`src/rtl/softmax_pkg.sv`:
```
// Shared types and constants for the softmax row interface: lane geometry, the pad value
// that softmax turns into exp()~0, and the row-length clamp.
package softmax_pkg;

    localparam int LANES = 32;
    localparam int DW    = 8;
    localparam int ROW_W = LANES * DW;
    localparam logic [DW-1:0] PAD_VAL = 8'h80;

    typedef logic [ROW_W-1:0] row_t;

    typedef enum logic {
        IDLE,
        FILL
    } pack_state_t;

    // A length of 0 or anything beyond the lane count means "use every lane".
    function automatic logic [5:0] clamp_len(input logic [5:0] len);
        return ((len == 6'd0) || (len > 6'd32)) ? 6'd32 : len;
    endfunction

    function automatic row_t pad_row();
        return {LANES{PAD_VAL}};
    endfunction

endpackage

```
`src/rtl/softmax_row_packer_row_fifo.sv`:
```
// DEPTH x W row FIFO with a registered head. A push into an empty FIFO is visible on the next cycle.
// The caller must never push when count_o == DEPTH; pop is ignored when empty.
module row_fifo #(
    parameter int DEPTH = 2,
    parameter int W     = 256
) (
    input  logic                       clk,
    input  logic                       rst,
    input  logic                       push_i,
    input  logic [W-1:0]               push_data_i,
    input  logic                       pop_i,
    output logic                       valid_o,
    output logic [W-1:0]               head_o,
    output logic [$clog2(DEPTH):0]     count_o
);
    localparam int AW = $clog2(DEPTH);
    localparam int CW = AW + 1;

    logic [W-1:0]  mem_q [DEPTH];
    logic [W-1:0]  head_q;
    logic [AW-1:0] wr_ptr_q, rd_ptr_q, rd_nxt;
    logic [CW-1:0] count_q;
    logic          do_pop;

    assign do_pop  = pop_i && (count_q != '0);
    assign rd_nxt  = rd_ptr_q + 1'b1;
    assign valid_o = (count_q != '0);
    assign head_o  = head_q;
    assign count_o = count_q;

    always_ff @(posedge clk) begin
        if (push_i) begin
            mem_q[wr_ptr_q] <= push_data_i;
        end
    end

    always_ff @(posedge clk or posedge rst) begin
        if (rst) begin
            wr_ptr_q <= '0;
            rd_ptr_q <= '0;
            count_q  <= '0;
            head_q   <= '0;
        end else begin
            if (push_i) begin
                wr_ptr_q <= wr_ptr_q + 1'b1;
            end
            if (do_pop) begin
                rd_ptr_q <= rd_nxt;
            end
            if (push_i && !do_pop) begin
                count_q <= count_q + 1'b1;
            end else if (do_pop && !push_i) begin
                count_q <= count_q - 1'b1;
            end
            // The head tracks the oldest entry; a push only reaches it when nothing older remains.
            if (do_pop) begin
                if (count_q > CW'(1)) begin
                    head_q <= mem_q[rd_nxt];
                end else if (push_i) begin
                    head_q <= push_data_i;
                end
            end else if (push_i && (count_q == '0)) begin
                head_q <= push_data_i;
            end
        end
    end

endmodule

```
`src/rtl/softmax_row_packer.sv`:
```
// Packs serial int8 scores into 32-lane rows; a closing accept shows on out_valid the next cycle.
// Row FIFO absorbs softmax stalls; elem_ready is registered and drops only when the FIFO is full.
module softmax_row_packer
    import softmax_pkg::*;
#(
    parameter int DEPTH = 2
) (
    input  logic             clk,
    input  logic             rst,
    input  logic [5:0]       seq_len,
    input  logic             elem_valid,
    output logic             elem_ready,
    input  logic [DW-1:0]    elem_data,
    input  logic             elem_last,
    input  logic             row_abort,
    output logic             out_valid,
    input  logic             out_ready,
    output logic [ROW_W-1:0] out_data,
    output logic [15:0]      row_count,
    output logic             err_short,
    output logic             err_long
);
    localparam int CW = $clog2(DEPTH) + 1;

    pack_state_t   state_q, state_d;
    logic [4:0]    idx_q, idx_d, cur_idx;
    logic [5:0]    len_q, len_d, cur_len;
    row_t          pack_q, pack_d, merged;
    logic          ready_q, ready_d;
    logic          short_q, short_d, long_q, long_d;
    logic [15:0]   cnt_q, cnt_d;
    logic          accept, at_len, close_row, pop;
    logic [CW-1:0] fifo_count, count_nxt;

    assign accept     = elem_valid && ready_q && !row_abort;
    assign pop        = out_valid && out_ready;
    assign elem_ready = ready_q;
    assign row_count  = cnt_q;
    assign err_short  = short_q;
    assign err_long   = long_q;

    // In IDLE the row length comes straight from the port so the first element can close a 1-lane row.
    always_comb begin
        cur_idx   = (state_q == IDLE) ? 5'd0 : idx_q;
        cur_len   = (state_q == IDLE) ? clamp_len(seq_len) : len_q;
        at_len    = ({1'b0, cur_idx} == (cur_len - 6'd1));
        close_row = accept && (elem_last || at_len);
        merged    = pack_q;
        for (int k = 0; k < LANES; k++) begin
            if (5'(k) == cur_idx) begin
                merged[k*DW +: DW] = elem_data;
            end else if (5'(k) > cur_idx) begin
                merged[k*DW +: DW] = PAD_VAL;
            end
        end
    end

    always_comb begin
        state_d = state_q;
        idx_d   = idx_q;
        len_d   = len_q;
        pack_d  = pack_q;
        short_d = short_q;
        long_d  = long_q;
        cnt_d   = cnt_q + (pop ? 16'd1 : 16'd0);
        if (row_abort) begin
            state_d = IDLE;
            idx_d   = 5'd0;
            pack_d  = pad_row();
        end else if (accept) begin
            if (state_q == IDLE) begin
                len_d = cur_len;
            end
            if (close_row) begin
                state_d = IDLE;
                idx_d   = 5'd0;
                pack_d  = pad_row();
                if (elem_last && !at_len) begin
                    short_d = 1'b1;
                end
                if (!elem_last) begin
                    long_d = 1'b1;
                end
            end else begin
                state_d = FILL;
                idx_d   = cur_idx + 5'd1;
                pack_d  = merged;
            end
        end
    end

    always_comb begin
        count_nxt = fifo_count;
        if (close_row && !pop) begin
            count_nxt = fifo_count + 1'b1;
        end else if (pop && !close_row) begin
            count_nxt = fifo_count - 1'b1;
        end
        ready_d = (count_nxt < CW'(DEPTH));
    end

    always_ff @(posedge clk or posedge rst) begin
        if (rst) begin
            state_q <= IDLE;
            idx_q   <= 5'd0;
            len_q   <= 6'd32;
            pack_q  <= pad_row();
            ready_q <= 1'b0;
            short_q <= 1'b0;
            long_q  <= 1'b0;
            cnt_q   <= 16'd0;
        end else begin
            state_q <= state_d;
            idx_q   <= idx_d;
            len_q   <= len_d;
            pack_q  <= pack_d;
            ready_q <= ready_d;
            short_q <= short_d;
            long_q  <= long_d;
            cnt_q   <= cnt_d;
        end
    end

    row_fifo #(
        .DEPTH (DEPTH),
        .W     (ROW_W)
    ) u_row_fifo (
        .clk         (clk),
        .rst         (rst),
        .push_i      (close_row),
        .push_data_i (merged),
        .pop_i       (pop),
        .valid_o     (out_valid),
        .head_o      (out_data),
        .count_o     (fifo_count)
    );

endmodule

```
`config.mk`:
```
export PLATFORM = sky130hd
export DESIGN_NAME = softmax_row_packer
export DESIGN_NICKNAME = d
export VERILOG_FILES = /design/src/rtl/softmax_pkg.sv /design/src/rtl/softmax_row_packer_row_fifo.sv /design/src/rtl/softmax_row_packer.sv
export SDC_FILE = /design/constraint.sdc
export NUM_CORES = 2
export LEC_CHECK = 0
export CORE_ASPECT_RATIO = 1.75
export CORE_UTILIZATION = 30
export DETAILED_ROUTE_END_ITERATION = 12
export HOLD_SLACK_MARGIN = 0.06
export PLACE_DENSITY = 0.44
export SYNTH_ARGS = -nofsm -noshare
export SYNTH_HDL_FRONTEND = slang
export SYNTH_HIERARCHICAL = 1
export SYNTH_SLANG_ARGS = --single-unit
```
`constraint.sdc`:
```
create_clock -name clk -period 18.1 [get_ports clk]
set_input_delay 3.62 -clock clk [delete_from_list [all_inputs] [get_ports clk]]
set_output_delay 3.62 -clock clk [all_outputs]
set_load 0.05 [all_outputs]
```
==> reports/metrics.yaml <==
synth_edf_count: 512
overflow: 0
slew_viol_final: 0
yosys_register_bits: 1051
postCtsHoldBufs: 0
p_switching_mw: 2.28
cts.repair.resized: 0
numClockSinks: 1051
yosys.area.top_type: "edfxtp_1"
synth.distinct_cells: 69
p_total_mw: 7.04
clock.fmax_ghz: 0.126
yosysMostFrequentCell: "mux2_2"
track_usage: 0.170
leakage_nw: 21.7
finalCriticalPeriod_ns: 7.95
post-dp-hpwl_mm: 80.5
ys.flop_type: "edfxtp_1"
first_iter_violations: 1696
cts_setup_buffers: 0
skew_ns: 0.0290
start_util: 0.303
clock_latency_ns: 0.72
cts_root_buf: "clkbuf_16"
worstPathArrival_ns: 8.55
cts_tree: "built"
clockPowerShare: 0.324
synth.top_cell.area_share: 0.335
synth_common_cells: "mux2_2 (541), edfxtp_1 (512), dfrtp_1 (507)"
viasPerCell: 5.03
slew_headroom: 0.105
core_um2: 152000
portBuffers: 295
crit_fanout: 64
synth_area_um2: 45900
clkTransAtPathRegs_ns: 0.07
start_kind: "input pin"
dieHeight_um: 520
totalWireLength_mm: 133
powerDensity_nw_per_um2: 130
seq_area_frac_synth: 0.629
seq_power_share: 0.404
syn_inst: 2918
die_width_um: 298
ioPinCount: 296
synth_async_sr_flop_share: 0.513
routabilityCongestion: 0.779
num_vias: 26400
fin_tns_setup_ns: 0
drc: 0
yosysWarnings: 6
rows: 189
combPwrFrac: 0.272
grt_pass1_wl_mm: 198
synth_fp_nets: 2948
synth.avg_cell_area_um2: 15.7
grt_max_degree: 162
area_growth_pct: 18.1
grt_setup_unrepaired: "false"
endpoint_kind: "flip-flop"
vdd_drop_max_mv: 0.0907
worstMarginPinSlew_ns: 1.34
grt_pass1_vias: 28100
hp-class: "reg2reg"
synthTopCellsByArea: "edfxtp_1 (33%), dfrtp_1 (28%), mux2_2 (13%)"
setup-violations-final: 0
die_area_um2: 155000
cts_buffers: 105
clockBufferDepth: 3
wire_per_inst_um: 25.3
cts.htree.levels: 3
crit_required_ns: 18.70
power.internal_mw: 4.76
critical_path_class: "in2reg"
period_share: 0.439
detail-route-antenna-nets: 0
drive_above_1_share: 0.321
maxCapViolations: 0
sw_frac_of_total: 0.324
n_fill_cell: 14500
first_pass_iters: 5
outcome: "finished, final reports clean"
nets: 3184
antenna_found_initial: 1
fin_util: 0.357
finalHoldViolCount: 0
## worst max-delay path: stages
cell and delay (ns):
clkdlybuf4s50_1 0.57, nand2b_1 0.26, nor2_1 0.11, a21oi_1 0.06, ha_1 0.35, nor3b_1 0.23, a31oi_1 0.08, nor2_1 0.32
and2_1 0.26, o21a_1 0.29, o22a_4 0.44, buf_4 0.66, buf_4 0.77, mux2_2 0.42
## metal layers
metal | share of wire | up-vias | track usage
met3 | 0.044 | 163 | 0.0249
li1 | - | 11700 | -
met2 | 0.50 | 749 | 0.292
met4 | 0.026 | 0 | 0.0535
met1 | 0.43 | 13800 | 0.218
met5 | 0 | - | 0
## cell families after synthesis
| family | count (synthesis) | share of synthesized area |
|---|---|---|
| xor+xnor | 26 | 0.00496 |
| fa+ha+maj | 10 | 0.00272 |
| mux | 774 | 0.207 |
| flops | 1051 | 0.629 |
| compound gates | 570 | 0.102 |
| buf+inv | 252 | 0.0284 |
| simple gates | 235 | 0.0256 |
## registers in the layout (all words and copies together) (netlist names), 2 cells and up
signal / count
u_row_fifo/count_o: 2
u_row_fifo/head_o: 256
u_row_fifo/mem_q: 512
len_q: 6
pack_q: 248
idx_q: 5
row_count: 16
## power groups by stage
stage          Combinational, mW  Sequential, mW  Clock, mW
2_1_floorplan              0.929            3.35          0
3_3_place_gp                1.92            2.89          0
3_5_place_dp                1.94            2.90          0
4_1_cts                     1.95            2.85       2.36
5_1_grt                     2.01            2.87       2.44
6_report                    1.91            2.84       2.28
## placed cells by master, fill, tap and decap left out, drive strengths merged, types with 59 or more instances in the layout
| cell | Yosys | final |
|---|---|---|
| o2bb2ai | 112 | 112 |
| nand2 | 81 | 81 |
| edfxtp | 512 | 512 |
| inv | 54 | 59 |
| dfrtp | 507 | 507 |
| a22o | 282 | 282 |
| clkbuf | 79 | 143 |
| mux2 | 764 | 764 |
| nor2 | 59 | 59 |
| clkdlybuf4s50 | 0 | 288 |
## area by class of cell
| type | count | area (um2) | area share |
|---|---|---|---|
| diodes | 1 | 2.50 | 0.0000461 |
| well taps | 2005 | 2510 | 0.0462 |
| clock inverters | 56 | 584 | 0.0108 |
| inverters | 55 | 223 | 0.00410 |
| repair buffers | 326 | 3230 | 0.0595 |
| clock buffers | 143 | 3020 | 0.0556 |
| multi-input cells | 1615 | 15800 | 0.291 |
| flip-flops and latches | 1051 | 28900 | 0.533 |
## path summary, 6_finish.rpt
path | slack [ns] | end | cells after the start | start
max | 10.15 | u_row_fifo/head_o[252]$_DFFE_PP0P_ | 14 | seq_len[5]
min | 0.47 | err_long$_DFFE_PP0P_ | 1 | err_long$_DFFE_PP0P_
min reg2reg | 0.47 | err_long$_DFFE_PP0P_ | 1 | err_long$_DFFE_PP0P_
min in group asynchronous | 3.53 | row_count[14]$_DFF_PP0_ | 2 | rst
max reg2reg | 12.72 | u_row_fifo/head_o[252]$_DFFE_PP0P_ | 10 | state_q$_DFFE_PP0P_
max in group asynchronous | 12.30 | pack_q[165]$_DFFE_PP0P_ | 4 | rst
## per-stage QoR
step	std cells	hold WS (ns)	instance area, um2	worst slack (ns)
2_1_floorplan	2918	0.442	45900	0.708
3_3_place_gp	5052	0.460	50700	9.49
3_5_place_dp	5052	0.461	50700	9.43
4_1_cts	5251	0.476	54300	10.21
5_1_grt	5252	0.488	54300	9.88
6_report	5252	0.474	54300	10.15
Power figures use the tool's default switching activity.
